===== config.mk =====
export PLATFORM = sky130hd
export DESIGN_NAME = fetch_unit_flat
export DESIGN_NICKNAME = d
export VERILOG_FILES = /design/src/rtl/fetch_unit_pkg.sv /design/src/rtl/fetch_unit_if.sv /design/src/rtl/fetch_unit.sv /design/src/flat_wrapper.sv
export SDC_FILE = /design/constraint.sdc
export NUM_CORES = 1
export LEC_CHECK = 0
export ABC_AREA = 0
export CORE_ASPECT_RATIO = 1.1
export CORE_MARGIN = 2
export CORE_UTILIZATION = 47
export CTS_CLUSTER_DIAMETER = 100
export CTS_CLUSTER_SIZE = 40
export DETAILED_ROUTE_END_ITERATION = 16
export GPL_ROUTABILITY_DRIVEN = 0
export GPL_TIMING_DRIVEN = 0
export HOLD_SLACK_MARGIN = 0.02
export PLACE_DENSITY_LB_ADDON = 0.05
export SYNTH_ARGS = -nofsm -noshare
export SYNTH_HDL_FRONTEND = slang
export SYNTH_SLANG_ARGS = --single-unit

===== constraint.sdc =====
create_clock -name clk -period 4.5 [get_ports clk]
set_input_delay 1.35 -clock clk [delete_from_list [all_inputs] [get_ports clk]]
set_output_delay 1.35 -clock clk [all_outputs]
set_load 0.005 [all_outputs]

===== src/rtl/fetch_unit_pkg.sv =====
// Shared header for the fetch stage: word/field sizes, IR bit positions and FSM state encodings.
package fetch_unit_pkg;

    localparam int unsigned WORD_SIZE = 16;
    localparam int unsigned OP_SIZE   = 4;
    localparam int unsigned FUNC_SIZE = 6;
    localparam int unsigned REG_SIZE  = 2;
    localparam int unsigned IMM_SIZE  = 8;

    localparam int unsigned OP_LSB   = 12;
    localparam int unsigned RS_LSB   = 10;
    localparam int unsigned RT_LSB   = 8;
    localparam int unsigned RD_LSB   = 6;
    localparam int unsigned FUNC_LSB = 0;
    localparam int unsigned IMM_LSB  = 0;

    typedef enum logic [1:0] {
        StFetch = 2'd0,
        StHold  = 2'd1,
        StFlush = 2'd2
    } fetch_state_e;

endpackage


===== src/rtl/fetch_unit_if.sv =====
// Instruction-memory handshake, redirect input and decoded-instruction output of the fetch stage.
interface fetch_unit_if;
    import fetch_unit_pkg::*;

    logic                 i_readM;
    logic [WORD_SIZE-1:0] i_address;
    logic [WORD_SIZE-1:0] i_data;
    logic                 inputReady;
    logic                 redirect;
    logic [WORD_SIZE-1:0] redirect_target;
    logic                 ir_valid;
    logic                 ir_ready;
    logic [OP_SIZE-1:0]   op;
    logic [REG_SIZE-1:0]  rs;
    logic [REG_SIZE-1:0]  rt;
    logic [REG_SIZE-1:0]  rd;
    logic [FUNC_SIZE-1:0] func;
    logic [IMM_SIZE-1:0]  imm;
    logic [WORD_SIZE-1:0] inst_pc;
    logic [WORD_SIZE-1:0] num_inst;

    modport master (
        output i_readM, i_address, ir_valid, op, rs, rt, rd, func, imm, inst_pc, num_inst,
        input  i_data, inputReady, redirect, redirect_target, ir_ready
    );

    modport slave (
        input  i_readM, i_address, ir_valid, op, rs, rt, rd, func, imm, inst_pc, num_inst,
        output i_data, inputReady, redirect, redirect_target, ir_ready
    );

endinterface


===== src/rtl/fetch_unit.sv =====
// Fetch stage: holds the PC, reads instruction memory, latches the IR and presents decoded
// fields until accepted. Redirects flush any in-flight fetch through a one-cycle FLUSH state.
module fetch_unit
    import fetch_unit_pkg::*;
#(
    parameter logic [WORD_SIZE-1:0] RESET_PC = '0
) (
    input  logic         clk,
    input  logic         reset_n,
    fetch_unit_if.master bus
);

    fetch_state_e         state_q, state_d;
    logic [WORD_SIZE-1:0] pc_q, pc_d;
    logic [WORD_SIZE-1:0] ir_q, ir_d;
    logic [WORD_SIZE-1:0] inst_pc_q, inst_pc_d;
    logic [WORD_SIZE-1:0] num_inst_q, num_inst_d;

    // reset_n is high-true despite its name
    always_ff @(posedge clk) begin
        if (reset_n) begin
            state_q    <= StFetch;
            pc_q       <= RESET_PC;
            ir_q       <= '0;
            inst_pc_q  <= '0;
            num_inst_q <= '0;
        end else begin
            state_q    <= state_d;
            pc_q       <= pc_d;
            ir_q       <= ir_d;
            inst_pc_q  <= inst_pc_d;
            num_inst_q <= num_inst_d;
        end
    end

    always_comb begin
        state_d    = state_q;
        pc_d       = pc_q;
        ir_d       = ir_q;
        inst_pc_d  = inst_pc_q;
        num_inst_d = num_inst_q;

        unique case (state_q)
            StFetch: begin
                if (bus.inputReady && !bus.redirect) begin
                    ir_d      = bus.i_data;
                    inst_pc_d = pc_q;
                    pc_d      = pc_q + WORD_SIZE'(1);
                    state_d   = StHold;
                end
            end
            StHold: begin
                // Count the consumed instruction even if a redirect arrives on the same edge
                if (bus.ir_ready) begin
                    num_inst_d = num_inst_q + WORD_SIZE'(1);
                    state_d    = StFetch;
                end
            end
            StFlush: state_d = StFetch;
            default: state_d = StFetch;
        endcase

        if (bus.redirect) begin
            pc_d    = bus.redirect_target;
            state_d = StFlush;
        end
    end

    always_comb begin
        bus.i_readM   = (state_q == StFetch);
        bus.i_address = pc_q;
        bus.ir_valid  = (state_q == StHold);
        bus.op        = ir_q[OP_LSB +: OP_SIZE];
        bus.rs        = ir_q[RS_LSB +: REG_SIZE];
        bus.rt        = ir_q[RT_LSB +: REG_SIZE];
        bus.rd        = ir_q[RD_LSB +: REG_SIZE];
        bus.func      = ir_q[FUNC_LSB +: FUNC_SIZE];
        bus.imm       = ir_q[IMM_LSB +: IMM_SIZE];
        bus.inst_pc   = inst_pc_q;
        bus.num_inst  = num_inst_q;
    end

endmodule


===== src/flat_wrapper.sv =====
// flat-port wrapper written by rule: the top's interface ports become plain ports
module fetch_unit_flat import fetch_unit_pkg::*;
#(
    parameter logic [WORD_SIZE-1:0] RESET_PC = '0
)
  (clk, reset_n, bus_i_readM, bus_i_address, bus_ir_valid, bus_op, bus_rs, bus_rt, bus_rd, bus_func, bus_imm, bus_inst_pc, bus_num_inst, bus_i_data, bus_inputReady, bus_redirect, bus_redirect_target, bus_ir_ready);
  fetch_unit_if bus_i ();
  input  logic clk;
  input  logic reset_n;
  output wire logic [$bits(bus_i.i_readM)-1:0] bus_i_readM;
  output wire logic [$bits(bus_i.i_address)-1:0] bus_i_address;
  output wire logic [$bits(bus_i.ir_valid)-1:0] bus_ir_valid;
  output wire logic [$bits(bus_i.op)-1:0] bus_op;
  output wire logic [$bits(bus_i.rs)-1:0] bus_rs;
  output wire logic [$bits(bus_i.rt)-1:0] bus_rt;
  output wire logic [$bits(bus_i.rd)-1:0] bus_rd;
  output wire logic [$bits(bus_i.func)-1:0] bus_func;
  output wire logic [$bits(bus_i.imm)-1:0] bus_imm;
  output wire logic [$bits(bus_i.inst_pc)-1:0] bus_inst_pc;
  output wire logic [$bits(bus_i.num_inst)-1:0] bus_num_inst;
  input wire logic [$bits(bus_i.i_data)-1:0] bus_i_data;
  input wire logic [$bits(bus_i.inputReady)-1:0] bus_inputReady;
  input wire logic [$bits(bus_i.redirect)-1:0] bus_redirect;
  input wire logic [$bits(bus_i.redirect_target)-1:0] bus_redirect_target;
  input wire logic [$bits(bus_i.ir_ready)-1:0] bus_ir_ready;
  assign bus_i_readM = bus_i.i_readM;
  assign bus_i_address = bus_i.i_address;
  assign bus_ir_valid = bus_i.ir_valid;
  assign bus_op = bus_i.op;
  assign bus_rs = bus_i.rs;
  assign bus_rt = bus_i.rt;
  assign bus_rd = bus_i.rd;
  assign bus_func = bus_i.func;
  assign bus_imm = bus_i.imm;
  assign bus_inst_pc = bus_i.inst_pc;
  assign bus_num_inst = bus_i.num_inst;
  assign bus_i.i_data = bus_i_data;
  assign bus_i.inputReady = bus_inputReady;
  assign bus_i.redirect = bus_redirect;
  assign bus_i.redirect_target = bus_redirect_target;
  assign bus_i.ir_ready = bus_ir_ready;
  fetch_unit #(.RESET_PC(RESET_PC)) u_core (.clk(clk), .reset_n(reset_n), .bus(bus_i));
endmodule

==> flow_metrics.env, run 1 <==
export IMPL_outcome="finished, final reports clean"
export IMPL_synthMuxAreaShare_pct=1.78
export IMPL_vias=2877
export IMPL_drv_cap=0
export IMPL_root_buffer="clkbuf_8"
export IMPL_synth_compound_area_share_pct=14.4
export IMPL_met2_usage_pct=37.7
export IMPL_worst_slew_pin_slew_ps=535
export IMPL_startpoint_type="primary input"
export IMPL_syn_to_final_growth_pct=49.2
export IMPL_post_route_util_pct=73.5
export IMPL_leakage_nw=1.59
export IMPL_ctsLongestPathBuffers=2
export IMPL_clk_pin_slew_ps=70
export IMPL_clock_latency_ps=330
export IMPL_synth_ff_type="dfxtp_1"
export IMPL_synthXorXnorAreaFrac_pct=6.39
export IMPL_final_nets=514
export IMPL_coreArea_um2=5840
export IMPL_max_slew_margin_pct=64.3
export IMPL_clock_sinks=66
export IMPL_ys_seq_elements=66
export IMPL_ant_nets=0
export IMPL_endpoint_kind="register"
export IMPL_tns_ps=0
export IMPL_p_per_area_nw_per_um2=312
export IMPL_antenna_cells=0
export IMPL_synth_area_leaders="dfxtp_1 46%, nand2_1 9.7%, a21oi_1 8.7%, xor2_1 4.3%, o21a_1 2.6%"
export IMPL_synth_commonest_cells="74 x nand2_1, 66 x dfxtp_1, 50 x a21oi_1"
export IMPL_cp_required_ps=4740
export IMPL_worstPathMaxFanout=10
export IMPL_postCtsHoldBufs=0
export IMPL_cts_inserted_buffers=9
export IMPL_drcViolationCount=0
export IMPL_hold_viol=0
export IMPL_stdcell_area_um2=4290
export IMPL_fin_crit_sh_pct=66.6
export IMPL_synth_area_um2=2880
export IMPL_hold_class="register to register"
export IMPL_synth_top_area_share_pct=45.9
export IMPL_hpwl_mm=5.40
export IMPL_grt_pass1_wl_mm=12.2
export IMPL_maxSlewViolCount=0
export IMPL_synthAdderAreaFrac_pct=0.870
export IMPL_antenna_found_initial=0
export IMPL_synth_top_area_cell="dfxtp_1"
export IMPL_busiest_layer="met2"
export IMPL_power_mw=1.34
export IMPL_path_cells="clkdlybuf4s50_1, or3b_1, buf_6, or4_4, xnor2_1, o21a_1"
export IMPL_grt_pass1_vias=2745
export IMPL_wirelength_mm=7.39
export IMPL_cts_setup_buffers=0
export IMPL_placementRows=29
export IMPL_crit_slowest_cell="or4_4"
export IMPL_holdWs_ps=454
export IMPL_peakVddDrop_uv=215
export IMPL_synthMostInstantiatedCell="nand2_1"
export IMPL_critPathMaxStageDelay_ps=560
export IMPL_cp_arrival_ps=3230
export IMPL_clock_skew_ps=9.10
export IMPL_synth_top_family_by_area="simple AND/OR/NAND/NOR gates"
export IMPL_htreeDepth=3
export IMPL_synth_cell_type_count=42
export IMPL_synth_seq_area_share_pct=45.9
export IMPL_criticalPathCategory="primary input to register"
export IMPL_start_util_pct=49.3
export IMPL_period_minus_slack_ps=3000
export IMPL_wire_per_inst_um=13.3
export IMPL_synth_edf_count=0
export IMPL_die_area_um2=6770
export IMPL_grt_ovfl_total=0
export IMPL_synthArstFlopShare_pct=0
export IMPL_grt_util_met3_pct=4.42
export IMPL_ios=111
export IMPL_cts_resized=0
export IMPL_io_buffers=110
export IMPL_yosys_warnings=0
export IMPL_grt_setup_unrepaired="no"
export IMPL_vias_per_cell=5.17
export IMPL_grt_util_met1_pct=26.9
export IMPL_rr_worst_depth=5
export IMPL_avgSynthCellArea_um2=8.13
export IMPL_synth_fp_nets=393
export IMPL_die_y_um=86.1
export IMPL_setup_viol=0
export IMPL_worstHoldPathCells=2
export IMPL_drtIter0Drc=126
export IMPL_dieWidth_um=78.6
export IMPL_fmax_ghz=0.334
export IMPL_dr_pass1_iters=4
export IMPL_postPlaceCellArea_um2=4080
export IMPL_track_usage_pct=22.6
export IMPL_syn_inst=354
export IMPL_drive_gt1_share_pct=6.25
export IMPL_synth_simple_area_share_pct=23.3
export IMPL_cts_tree="done"
export IMPL_grt_max_degree=12
[worst max-delay path: cells and delay by family]
family | cells | cell delay [ps]
AOI/OAI and AO/OA | 1 | 170
xor gates and xnor gates | 1 | 140
buffers and inverters | 2 | 650
and+or+nand+nor | 2 | 930
[logic make-up (layout without fill, tap and decap cells)]
group                    count (synthesis)  count (layout)
multiplexers                             5               5
AO/OA/AOI/OAI                           73              73
adder cells (fa/ha/maj)                  2               2
XOR/XNOR                                21              21
flip-flops                              66              66
AND/OR/NAND/NOR                        142             142
buffers and inverters                   45             171
[placed cells by master, fill, tap and decap left out, drive strengths merged, types with 2 or more instances in the layout]
cell type,count
clkbuf,27
inv,14
nor2,18
nand4,7
nor3,5
a21oi,50
xnor2,7
bufinv,2
nand3,10
o31ai,3
clkinv,2
o21a,10
and3,3
mux2i,4
or3,4
nor2b,2
o211ai,2
nand2,74
or4,4
dfxtp,66
o21ai,4
xor2,14
ha,2
buf,15
nor4,5
clkdlybuf4s50,110
[power by group]
part           total, mW  internal (mW)  switching [mW]
Clock              0.548          0.325           0.223
Combinational      0.164         0.0978          0.0657
Sequential         0.628          0.605          0.0227
Total               1.34           1.03           0.311
[state kept, by name (all words and copies together) (netlist names)]
name and cells:
u_core.bus.inst_pc 16, u_core.state_q 2, u_core.bus.i_address 16, u_core.ir_q 16
u_core.bus.num_inst 16
[path summary, 6_finish.rpt]
check | from | endpoint | slack (ps)
worst min register to register | u_core.ir_q[14]$_SDFFE_PP0P_ | u_core.ir_q[14]$_SDFFE_PP0P_ | 450
worst max-delay path | bus_inputReady | u_core.bus.i_address[11]$_SDFFE_PP0P_ | 1500
worst min-delay path | u_core.ir_q[14]$_SDFFE_PP0P_ | u_core.ir_q[14]$_SDFFE_PP0P_ | 450
worst max register to register | u_core.bus.i_address[2]$_SDFFE_PP0P_ | u_core.bus.i_address[11]$_SDFFE_PP0P_ | 2450
[metrics by stage]
step | setup WS (ps) | std cells
2_1_floorplan | 1720 | 354
3_3_place_gp | 1170 | 541
3_5_place_dp | 1160 | 541
4_1_cts | 1500 | 557
5_1_grt | 1430 | 557
6_report | 1500 | 557
[area by class of cell]
type	instances	area (um2)
fill	494	1550
timing repair buffer	110	1100
multi-input combinational	243	1350
inverter	14	52.6
clock inverter	5	77.6
sequential	66	1320
tap	77	96.3
buffer	31	159
clock buffer	11	141
[routing by layer]
layer | part of all wire, % | wire length [um] | vias up
li1 | - | - | 1428
met1 | 41 | 3070 | 1328
met2 | 49 | 3640 | 101
met3 | 6.6 | 486 | 20
met4 | 2.6 | 195 | 0
met5 | 0 | 0 | -
(Power assumes the default switching activity.)
==> run 2: changes to the inputs <==
--- a/config.mk
+++ b/config.mk
@@ -8,7 +8,7 @@
 export ABC_AREA = 0
 export CORE_ASPECT_RATIO = 1.1
 export CORE_MARGIN = 2
-export CORE_UTILIZATION = 47
+export CORE_UTILIZATION = 39
 export CTS_CLUSTER_DIAMETER = 100
 export CTS_CLUSTER_SIZE = 40
 export DETAILED_ROUTE_END_ITERATION = 16
==> constraint.sdc (replaced) <==
create_clock -name clk -period 2.4 [get_ports clk]
set_input_delay 0.72 -clock clk [delete_from_list [all_inputs] [get_ports clk]]
set_output_delay 0.72 -clock clk [all_outputs]
set_load 0.005 [all_outputs]
==> run 2 against run 1 <==
The run now ends with DRC left. Global-route usage shrank 3.4 points. Sequential share of layout area grew 0.26 points. Clock skew shrank 3.4 ps. Wire length grew 4.5%. Die area grew 19%. Flip-flop and latch count is the same. Non-clock buffer count grew 2. Final cell count grew 1.3%. Cell area shrank 0.85%. Largest cell class unchanged. Largest power group unchanged.
==> flow_metrics.env, run 2 (synthesis results as in run 1) <==
export IMPL_outcome="finished, violations left"
export IMPL_violations="DRC"
export IMPL_power_mw=2.24
export IMPL_fmax_ghz=0.442
export IMPL_clock_skew_ps=5.67
export IMPL_grt_pass1_vias=2574
export IMPL_nFillCells=695
export IMPL_syn_to_final_growth_pct=48.0
export IMPL_power_frac_comb_pct=13.8
export IMPL_worst_slew_pin_slew_ps=565
export IMPL_maxSlewViolCount=0
export IMPL_coreArea_um2=7090
export IMPL_hold_end="u_core.ir_q[8]$_SDFFE_PP0P_"
export IMPL_reg2reg_slack_ps=310
export IMPL_ant_nets=0
export IMPL_p_int_mw=1.67
export IMPL_antenna_cells=0
export IMPL_die_area_um2=8080
export IMPL_wirelength_mm=7.72
export IMPL_ctsLongestPathBuffers=2
export IMPL_drcViolationCount=5
export IMPL_vias=2774
export IMPL_drive_gt1_share_pct=6.68
export IMPL_dr_pass1_iters=10
export IMPL_root_buffer="clkbuf_8"
export IMPL_period_minus_slack_ps=2260
export IMPL_postCtsHoldBufs=0
export IMPL_io_buffers=110
export IMPL_grt_max_degree=11
export IMPL_stdcell_area_um2=4260
export IMPL_leakage_nw=1.58
export IMPL_p_seq_share_pct=52.6
export IMPL_start_util_pct=40.6
export IMPL_power_switching_share_pct=25.4
export IMPL_hold_viol=0
export IMPL_holdWs_ps=456
export IMPL_peakVddDrop_uv=366
export IMPL_grt_ovfl_total=0
export IMPL_place_ws_ps=-336
export IMPL_clk_pin_slew_ps=70
export IMPL_hold_path_startpoint="u_core.ir_q[8]$_SDFFE_PP0P_"
export IMPL_ios=111
export IMPL_fin_crit_sh_pct=94.2
export IMPL_drv_cap=0
export IMPL_drtIter0Drc=92
export IMPL_dieWidth_um=85.9
export IMPL_grt_pass1_wl_mm=12.3
export IMPL_final_common_cell="clkdlybuf4s50_1"
export IMPL_final_nets=516
export IMPL_r2r_end="u_core.bus.i_address[11]$_SDFFE_PP0P_"
export IMPL_hold_class="register to register"
export IMPL_cts_inserted_buffers=9
export IMPL_startpoint_type="primary input"
export IMPL_max_slew_margin_pct=62.3
export IMPL_hpwl_mm=5.52
export IMPL_clock_latency_ps=330
export IMPL_antenna_found_initial=0
export IMPL_clock_power_share_pct=33.6
export IMPL_tns_ps=0
export IMPL_final_cell_mix="109 x clkdlybuf4s50_1, 74 x nand2_1, 66 x dfxtp_1"
export IMPL_vias_per_cell=4.92
export IMPL_worstHoldPathCells=2
export IMPL_final_cells=564
export IMPL_placementRows=32
export IMPL_dp_cells=549
export IMPL_cp_arrival_ps=2510
export IMPL_power_switching_mw=0.569
export IMPL_worstPathMaxFanout=6
export IMPL_setup_viol=0
export IMPL_p_per_area_nw_per_um2=526
export IMPL_die_y_um=94.1
export IMPL_endpoint_kind="register"
export IMPL_rr_worst_depth=5
export IMPL_wire_per_inst_um=13.7
export IMPL_post_route_util_pct=60.1
export IMPL_grt_setup_unrepaired="no"
export IMPL_cp_required_ps=2650
export IMPL_reg2reg_from="u_core.bus.i_address[2]$_SDFFE_PP0P_"
export IMPL_final_setup_worst_slack_ps=140
export IMPL_postPlaceCellArea_um2=4090
export IMPL_cts_tree="done"
export IMPL_criticalPathCategory="primary input to register"
export IMPL_htreeDepth=3
export IMPL_clock_sinks=66
export IMPL_track_usage_pct=19.1
run 2: cell count changes in the layout (fill, tap and decap cells not counted), sizes merged:
cell,previous run,this run
clkdlybuf4s50,110,109
clkinv,2,3
buf,15,17
clkbuf,27,25
bufinv,2,0
dlymetal6s2s,0,1
run 2: area by class of cell:
cell class | count | area (um2) | area share, %
Buffer | 31 | 159 | 3.73
Tap cell | 85 | 106 | 2.50
Clock inverter | 4 | 22.5 | 0.529
Sequential cell | 66 | 1320 | 31.0
Multi-Input combinational cell | 243 | 1350 | 31.8
Clock buffer | 9 | 124 | 2.91
Timing Repair Buffer | 112 | 1120 | 26.3
Inverter | 14 | 52.6 | 1.23
run 2: layer usage:
layer  part of all wire (%)  global-route usage (%)  vias up  routed length, um
li1                       -                       -     1428                  -
met2                     48                    32.3       77               3720
met4                    1.4                    7.41        0                111
met5                      0                       0        -                  0
met1                     46                    24.1     1261               3530
met3                    4.7                    3.43        8                365
run 2: worst max-delay path: stages:
cell and delay, ps:
clkdlybuf4s50_1 480, or4b_1 520, clkbuf_1 200, nor4_2 360, nand4_1 130, o211ai_1 100
run 2: timing repair:
action,4_1_cts,5_1_grt
resized for setup,0,3
setup buffers,0,2
endpoints found under the setup margin,0,5
run 2: how the worst max path moves through the flow:
stage / startpoint / to / slack, ps
after floorplan: bus_inputReady / u_core.bus.i_address[11]$_SDFFE_PP0P_ / 250
after global placement: bus_inputReady / u_core.bus.i_address[11]$_SDFFE_PP0P_ / -310
after detailed placement: bus_inputReady / u_core.bus.i_address[11]$_SDFFE_PP0P_ / -340
after CTS: bus_inputReady / u_core.bus.i_address[11]$_SDFFE_PP0P_ / 10
after global routing: bus_redirect / u_core.bus.i_address[13]$_SDFFE_PP0P_ / 10
final: bus_redirect / u_core.bus.i_address[13]$_SDFFE_PP0P_ / 140
run 2: power groups by stage:
stage | sequential [mW] | clock [mW] | combinational, mW
after floorplan | 1.20 | 0 | 0.125
after global placement | 1.20 | 0 | 0.307
after detailed placement | 1.20 | 0 | 0.309
after CTS | 1.18 | 0.780 | 0.312
after global routing | 1.18 | 0.821 | 0.338
final | 1.18 | 0.752 | 0.310
==> RTL edit, RTL diff (settings of run 1) <==
The package constant `WORD_SIZE` goes from 16 to 32.
--- a/src/rtl/fetch_unit_pkg.sv
+++ b/src/rtl/fetch_unit_pkg.sv
@@ -2,5 +2,5 @@
 package fetch_unit_pkg;
 
-    localparam int unsigned WORD_SIZE = 16;
+    localparam int unsigned WORD_SIZE = 32;
     localparam int unsigned OP_SIZE   = 4;
     localparam int unsigned FUNC_SIZE = 6;
Interface: changed (5 resized); port bits go from 111 to 191. No check against the original RTL was run, so the function may have changed too.
==> RTL edit against run 1 <==
Clock power grew 150%; synthesized area grew 84%; die area grew 80%; cell count grew 81%; wire length grew 120%; setup slack lost 0.57 ns; cell area grew 82%; power grew 100%; sequential cell count grew 48; highest routed layer unchanged.
==> RTL edit: results (changes against run 1) <==
{| class="wikitable"
! Metric !! Value
|-
| Number of global-route vias before repair || 5306 (+93%)
|-
| Clock tree root buffer cell || sky130_fd_sc_hd__clkbuf_16
|-
| Synthesized netlist net count || 728 (+85%)
|-
| Final standard cell count with taps included and fillers excluded || 1010 (+81%)
|-
| GRT Total Usage || 27.1% (+4.5 points)
|-
| Cell count after synthesis || 657 (+86%)
|-
| Routed via count || 5733 (+99%)
|-
| Leading cell types by count after synthesis || sky130_fd_sc_hd__nand2_1, sky130_fd_sc_hd__dfxtp_1, sky130_fd_sc_hd__a21oi_1
|-
| Post-place setup slack || 0.649 ns (-0.510 ns)
|-
| Placed inst area || 7230 sq um (+77%)
|-
| Share of the yosys chip area belonging to registers || 43.0% (-2.9 points)
|-
| Reg2Reg Setup Slack || 1.97 ns (-0.48 ns)
|-
| Fraction of layout instances using a drive strength above 1 || 7.07% (+0.82 points)
|-
| Met2 usage || 42.6% (+4.9 points)
|-
| Crit path DAT || 3.88 ns (+0.65 ns)
|-
| Min-delay worst type || reg2reg
|-
| HPWL Detailed || 12000 microns (+120%)
|-
| Starting DRC count in detailed routing || 406 (+220%)
|-
| Clk_lat worst skew || 0.42 ns (+0.09 ns)
|-
| End of the worst register-to-register path || u_core.bus.i_address[16]
|-
| Pre-Repair DR Iteration Count || 7 (+3)
|-
| Setup skew after layout || 0.00940 ns (+0.000305 ns)
|-
| Maximum number of pins on one net before global-route repair || 17 (+5)
|-
| Run status || finished, final reports clean
|-
| WHS || 0.451 ns (-0.00346 ns)
|-
| CTS buffer count || 17 (+8)
|-
| Critical Path Max Stage Delay || 0.53 ns (-0.03 ns)
|-
| Final routed wire length divided by cell count || 16.4 microns (+24%)
|-
| Met3 usage in global routing || 7.42% (+3.0 points)
|-
| Switching share of total power || 23.1% (-0.14 points)
|-
| Critical register-to-register path startpoint || u_core.state_q[1]
|-
| Cell total after placement || 978 (+81%)
|-
| GRT met1 Usage || 35.1% (+8.3 points)
|-
| Buffers on Ports || 174 (+58%)
|-
| Maximum resistive drop on vdd || 0.209 mV (-2.9%)
|-
| Maximum level of the CTS H-tree || 4 (+1)
|-
| Ranking of synthesized cells by area || sky130_fd_sc_hd__dfxtp_1, sky130_fd_sc_hd__nand2_1, sky130_fd_sc_hd__a21oi_1
|}
RTL edit: how the worst max path moves through the flow:
stage	slack [ns]	end
floorplan	1.61	u_core.bus.i_address[19]
finish	0.93	u_core.bus.i_address[16]
CTS	1.00	u_core.bus.i_address[16]
global placement	0.69	u_core.bus.inst_pc[15]
global route	0.85	u_core.bus.i_address[16]
detailed placement	0.65	u_core.bus.inst_pc[14]
RTL edit: final cells by class:
type	instances	area, sq um
repair buffers	174	1740
plain buffers	50	233
multi-input cells	471	2710
clock inverters	10	133
clock buffers	22	464
inverters	22	82.6
fillers	890	3130
well taps	147	184
flip-flops and latches	114	2280
RTL edit: power groups by stage:
stage | clock network, mW | logic (mW) | registers [mW]
6_report | 1.36 | 0.268 | 1.09
5_1_grt | 1.42 | 0.290 | 1.10
4_1_cts | 1.36 | 0.268 | 1.09
3_5_place_dp | 0 | 0.265 | 1.11
3_3_place_gp | 0 | 0.261 | 1.11
2_1_floorplan | 0 | 0.106 | 1.10
RTL edit: layer usage:
layer / wire, microns / up-vias
li1: - / 2760
met1: 7240 / 2679
met2: 7660 / 256
met3: 1250 / 38
met4: 431 / 0
met5: 0 / -
RTL edit: critical path, delay by kind of cell:
kind	cells	cell delay [ns]
AOI/OAI and AO/OA	1	0.28
buffers and inverters	2	0.87
and+or+nand+nor	3	1.38
RTL edit: kinds of logic after synthesis:
kind of cell | count (synthesis) | synth area share [%]
AO/OA/AOI/OAI | 138 | 16.7
XOR/XNOR | 16 | 2.64
adder cells (fa/ha/maj) | 2 | 0.472
buffers and inverters | 72 | 5.94
flip-flops | 114 | 43.0
multiplexers | 9 | 1.91
AND/OR/NAND/NOR | 306 | 29.3
